`config.mk`:
```
export PLATFORM = sky130hd
export DESIGN_NAME = mem_port_arbiter
export DESIGN_NICKNAME = d
export VERILOG_FILES = /design/src/rtl/mem_port_arbiter_pkg.sv /design/src/rtl/mem_port_arbiter_arb_prio_sel.sv /design/src/rtl/mem_port_arbiter.sv
export SDC_FILE = /design/constraint.sdc
export NUM_CORES = 1
export LEC_CHECK = 0
export BUFFER_PORTS_ARGS = -buffer_cell sky130_fd_sc_hd__buf_2
export CORE_MARGIN = 2
export CORE_UTILIZATION = 46
export DETAILED_ROUTE_END_ITERATION = 7
export GPL_ROUTABILITY_DRIVEN = 0
export PLACE_DENSITY = 0.76
export SLEW_MARGIN = 20
export SYNTH_ARGS = -nofsm -noshare
export SYNTH_HDL_FRONTEND = slang
export SYNTH_SLANG_ARGS = --single-unit
```
`constraint.sdc`:
```
create_clock -name clk -period 6.15 [get_ports clk]
set_input_delay 1.23 -clock clk [delete_from_list [all_inputs] [get_ports clk]]
set_output_delay 1.23 -clock clk [all_outputs]
set_load 0.02 [all_outputs]
```
`src/rtl/mem_port_arbiter_pkg.sv`:
```
// Shared encodings for the unified memory port arbiter: FSM states and grant IDs.
package mem_port_arbiter_pkg;

  typedef enum logic [1:0] {
    ST_IDLE = 2'd0,
    ST_BUSY = 2'd1,
    ST_RESP = 2'd2
  } state_e;

  typedef enum logic {
    GNT_IF = 1'b0,
    GNT_DM = 1'b1
  } gnt_e;

endpackage

```
`src/rtl/mem_port_arbiter_arb_prio_sel.sv`:
```
// Winner selection between instruction fetch and data access.
// Data wins by default (older instruction). With ARB_STARVE_GUARD_EN defined,
// a counter of data grants made while fetch waits forces a fetch grant once it
// reaches STARVE_MAX.
module arb_prio_sel
  import mem_port_arbiter_pkg::*;
#(
  parameter int unsigned STARVE_MAX = 4
) (
  input  logic clk,
  input  logic rst,
  input  logic idle,
  input  logic if_req,
  input  logic dm_req,
  output logic sel_dm
);

`ifdef ARB_STARVE_GUARD_EN
  localparam int unsigned CW = $clog2(STARVE_MAX + 1);

  logic [CW-1:0] cnt_q;
  logic [CW-1:0] cnt_d;
  logic          force_if;

  // Fetch is forced once data has won STARVE_MAX times in a row over a waiting fetch.
  always_comb begin
    force_if = if_req && (cnt_q == CW'(STARVE_MAX));
    sel_dm   = dm_req && !force_if;
  end

  // Counter only moves on IDLE cycles, where grants are decided.
  always_comb begin
    cnt_d = cnt_q;
    if (idle) begin
      if (!if_req)     cnt_d = '0;
      else if (sel_dm) cnt_d = cnt_q + CW'(1);
      else             cnt_d = '0;
    end
  end

  // Starvation counter register.
  always_ff @(posedge clk or posedge rst) begin
    if (rst) cnt_q <= '0;
    else     cnt_q <= cnt_d;
  end
`else
  logic unused_ok;

  // Strict data-over-fetch priority.
  always_comb begin
    sel_dm    = dm_req;
    unused_ok = ^{clk, rst, idle, if_req, 32'(STARVE_MAX)};
  end
`endif

endmodule

```
`src/rtl/mem_port_arbiter.sv`:
```
// Arbiter sharing one memory port between instruction fetch and data access.
// Each transaction runs IDLE -> BUSY (until mem_ready) -> RESP (one-cycle ack).
// Optional build macro: ARB_STARVE_GUARD_EN (fetch starvation guard in arb_prio_sel).
module mem_port_arbiter
  import mem_port_arbiter_pkg::*;
#(
  parameter int unsigned ADDR_W     = 32,
  parameter int unsigned DATA_W     = 32,
  parameter int unsigned STARVE_MAX = 4
) (
  input  logic              clk,
  input  logic              rst,
  input  logic              if_req,
  input  logic [ADDR_W-1:0] if_addr,
  output logic [DATA_W-1:0] if_rdata,
  output logic              if_ack,
  input  logic              dm_req,
  input  logic              dm_we,
  input  logic [ADDR_W-1:0] dm_addr,
  input  logic [DATA_W-1:0] dm_wdata,
  output logic [DATA_W-1:0] dm_rdata,
  output logic              dm_ack,
  output logic              mem_req,
  output logic              mem_we,
  output logic [ADDR_W-1:0] mem_addr,
  output logic [DATA_W-1:0] mem_wdata,
  input  logic [DATA_W-1:0] mem_rdata,
  input  logic              mem_ready,
  output logic              pipe_stall
);

  state_e            state_q, state_d;
  gnt_e              gnt_q, gnt_d;
  logic              mem_req_q, mem_req_d;
  logic              mem_we_q, mem_we_d;
  logic [ADDR_W-1:0] mem_addr_q, mem_addr_d;
  logic [DATA_W-1:0] mem_wdata_q, mem_wdata_d;
  logic [DATA_W-1:0] if_rdata_q, if_rdata_d;
  logic [DATA_W-1:0] dm_rdata_q, dm_rdata_d;
  logic              if_ack_q, if_ack_d;
  logic              dm_ack_q, dm_ack_d;
  logic              sel_dm;

  arb_prio_sel #(
    .STARVE_MAX (STARVE_MAX)
  ) u_prio_sel (
    .clk    (clk),
    .rst    (rst),
    .idle   (state_q == ST_IDLE),
    .if_req (if_req),
    .dm_req (dm_req),
    .sel_dm (sel_dm)
  );

  // Next-state and registered-output computation for the transaction FSM.
  // Acks are raised on the BUSY->RESP edge so they are high exactly during RESP.
  always_comb begin
    state_d     = state_q;
    gnt_d       = gnt_q;
    mem_req_d   = mem_req_q;
    mem_we_d    = mem_we_q;
    mem_addr_d  = mem_addr_q;
    mem_wdata_d = mem_wdata_q;
    if_rdata_d  = if_rdata_q;
    dm_rdata_d  = dm_rdata_q;
    if_ack_d    = 1'b0;
    dm_ack_d    = 1'b0;
    unique case (state_q)
      ST_IDLE: begin
        if (if_req || dm_req) begin
          mem_req_d   = 1'b1;
          mem_wdata_d = dm_wdata;
          state_d     = ST_BUSY;
          if (sel_dm) begin
            gnt_d      = GNT_DM;
            mem_we_d   = dm_we;
            mem_addr_d = dm_addr;
          end else begin
            gnt_d      = GNT_IF;
            mem_we_d   = 1'b0;
            mem_addr_d = if_addr;
          end
        end
      end
      ST_BUSY: begin
        if (mem_ready) begin
          mem_req_d = 1'b0;
          state_d   = ST_RESP;
          if (gnt_q == GNT_DM) begin
            dm_rdata_d = mem_rdata;
            dm_ack_d   = 1'b1;
          end else begin
            if_rdata_d = mem_rdata;
            if_ack_d   = 1'b1;
          end
        end
      end
      ST_RESP: state_d = ST_IDLE;
      default: state_d = ST_IDLE;
    endcase
  end

  // State and output registers; reset abandons any in-flight transaction.
  always_ff @(posedge clk or posedge rst) begin
    if (rst) begin
      state_q     <= ST_IDLE;
      gnt_q       <= GNT_IF;
      mem_req_q   <= 1'b0;
      mem_we_q    <= 1'b0;
      mem_addr_q  <= '0;
      mem_wdata_q <= '0;
      if_rdata_q  <= '0;
      dm_rdata_q  <= '0;
      if_ack_q    <= 1'b0;
      dm_ack_q    <= 1'b0;
    end else begin
      state_q     <= state_d;
      gnt_q       <= gnt_d;
      mem_req_q   <= mem_req_d;
      mem_we_q    <= mem_we_d;
      mem_addr_q  <= mem_addr_d;
      mem_wdata_q <= mem_wdata_d;
      if_rdata_q  <= if_rdata_d;
      dm_rdata_q  <= dm_rdata_d;
      if_ack_q    <= if_ack_d;
      dm_ack_q    <= dm_ack_d;
    end
  end

  // Output wiring; the stall is combinational so it drops in the ack cycle.
  always_comb begin
    mem_req    = mem_req_q;
    mem_we     = mem_we_q;
    mem_addr   = mem_addr_q;
    mem_wdata  = mem_wdata_q;
    if_rdata   = if_rdata_q;
    dm_rdata   = dm_rdata_q;
    if_ack     = if_ack_q;
    dm_ack     = dm_ack_q;
    pipe_stall = (if_req && !if_ack_q) || (dm_req && !dm_ack_q);
  end

endmodule

```
==> metrics.csv <==
metric,value,unit
wire_per_inst,16.8,um
met3_usage,0.0771,
clkPwrFrac,0.219,
stdcell_count,759,
ys.flop_type,dfrtp_1,
slew_headroom,0.445,
status,"finished, violations left",
fin_skew,5.55,ps
ys_top_cells_by_area,"dfrtp_1 62%, mux2_2 32%, buf_6 2.1%",
final_cell_mix,"266 x buf_2, 155 x mux2_2, 135 x dfrtp_1",
p_leak,3.66,nW
detail_route.first_pass.iterations,6,
clk-insertion-delay-late,410,ps
rsz0062_at_grt,false,
cap_violations,0,
synth_cell_types,17,
slew_violations,0,
fin_ws,2770,ps
die_y,113,um
ir_drop,321,uV
grt_max_degree,74,
setup_violations,0,
yosysSeqAreaShare,0.618,
setup_tns,0,ps
dp_slack,2760,ps
worst_setup_path_start_kind,input pin,
path_max_fanout,36,
synthCells,331,
crit_arrival,2150,ps
powerDensity,590,mW/mm2
syn_to_final_growth,35.7,%
numCtsBuffers,17,
fin_crit_sh,0.550,
row_count,39,
grt_overflow_total,0,
ios,267,
via_per_inst,4.90,
dp_hpwl,9.41,mm
cts-root-buf,clkbuf_16,
grt_pass1_vias,3986,
dieArea,0.0128,mm2
initial_core_util,0.474,
p_comb_frac,0.423,
drtIter0Drc,189,
use_met2,0.367,
worstSetupPathType,in2out,
vias,3722,
synth-edff-count,0,
clkTransAtPathRegs,50,ps
drc_errors,20,
cp_data_required_time,4920,ps
cts_tree,built,
grt_first_pass_wirelength,20.0,mm
htreeDepth,4,
cts_buffer_depth,2,
hp-class,reg2reg,
n_antenna_cell,0,
routed_wl,12.8,mm
antenna_found_initial,1,
p_int,0.00274,W
synth_top_area_share,0.618,
postCtsResizedCells,0,
worst_pin_slew,830,ps
cts_sinks,135,
violations,design-rule violations,
portBuffers,266,
met1_usage,0.215,
hold_viol,0,
drive_above_1_share,0.747,
period_minus_slack,3380,ps
synth-seq-cells,135,
core_area,0.0115,mm2
grt_usage,0.202,
post-cts-setup-buffers,0,
syn_area_per_cell,16.5,um2
synth.net_count,465,
cts-hold-fix-buffers,0,
synth_area,0.00546,mm2
fmax,295,MHz
seqPwrFrac,0.358,
grt_busiest_layer,met2,
final_nets,737,
p_sw_frac,0.373,
die_w,113,um
final_common_cell,buf_2,
p_switching,0.00163,W
async_flop_share,1.00,
ant_nets,0,
synth_warnings,0,
placed_cells_incl_taps,727,
end_kind,primary output,
synth_top_cell_by_area,dfrtp_1,
==> Yosys cell counts (2+ instances only) <==
cell        n
clkbuf_8    3
nor2_2      2
nand2_1     3
buf_2       4
buf_6      10
dfrtp_1   135
mux2_1      5
mux2_2    155
inv_1       5
o21ai_0     2
==> critical path: stages <==
cell,delay [ps]
buf_2,70
buf_4,360
inv_1,160
o22ai_1,130
buf_2,180
==> path summary, 6_finish.rpt <==
kind                              start            end  slack, ps  cells after the start
max                              dm_req     pipe_stall       2770                      5
max in group asynchronous           rst    mem_addr[3]       3980                      3
min reg2reg                mem_wdata[5]   mem_wdata[5]        480                      1
min in group asynchronous           rst  mem_wdata[30]        920                      2
max reg2reg                  state_q[0]   mem_wdata[2]       3960                      4
min                        mem_wdata[5]   mem_wdata[5]        480                      1
==> flip-flops by register name, indices dropped and copies added (netlist names) <==
name	count
dm_ack	1
dm_rdata	32
gnt_q	1
if_ack	1
if_rdata	32
mem_addr	32
mem_req	1
mem_wdata	32
mem_we	1
state_q	2
==> power by group through the flow <==
stage	Combinational, W	Sequential (W)	Clock, W
2_1_floorplan	0.000711	0.00212	0
3_3_place_gp	0.00183	0.00155	0
3_5_place_dp	0.00188	0.00157	0
4_1_cts	0.00188	0.00157	0.000977
5_1_grt	0.00197	0.00162	0.00101
6_report	0.00185	0.00157	0.000957
==> per-stage QoR <==
step | hold WS, ps | cell area, um2 | power [W] | util
after floorplan | 526 | 5460 | 0.00283 | -
after global placement | 458 | 6840 | 0.00338 | 0.594
after detailed placement | 470 | 6840 | 0.00345 | 0.594
after CTS | 482 | 7410 | 0.00443 | 0.644
after global routing | 495 | 7410 | 0.00460 | 0.644
final | 479 | 7410 | 0.00437 | 0.644
==> area by class of cell <==
| cell class | instances | area [um2] |
|---|---|---|
| Inverter | 5 | 23.8 |
| Tap cell | 143 | 179 |
| Clock inverter | 8 | 70.1 |
| Fill cell | 881 | 4100 |
| Timing Repair Buffer | 270 | 1360 |
| Clock buffer | 24 | 502 |
| Sequential cell | 135 | 3380 |
| Multi-Input combinational cell | 174 | 1900 |
==> logic make-up after synthesis <==
logic type	after synthesis	synth area share
muxes	160	0.330
DFF	135	0.618
and+or+nand+nor	8	0.00802
AOI/OAI and AO/OA	6	0.00848
buffers and inverters	22	0.0353
==> metal layers <==
| metal | vias to the layer above | part of all wire |
|---|---|---|
| li1 | 1722 | - |
| met1 | 1818 | 0.37 |
| met2 | 160 | 0.52 |
| met3 | 20 | 0.093 |
| met4 | 2 | 0.015 |
| met5 | - | 0.0010 |
No activity file was read; power rests on OpenSTA's default activity.
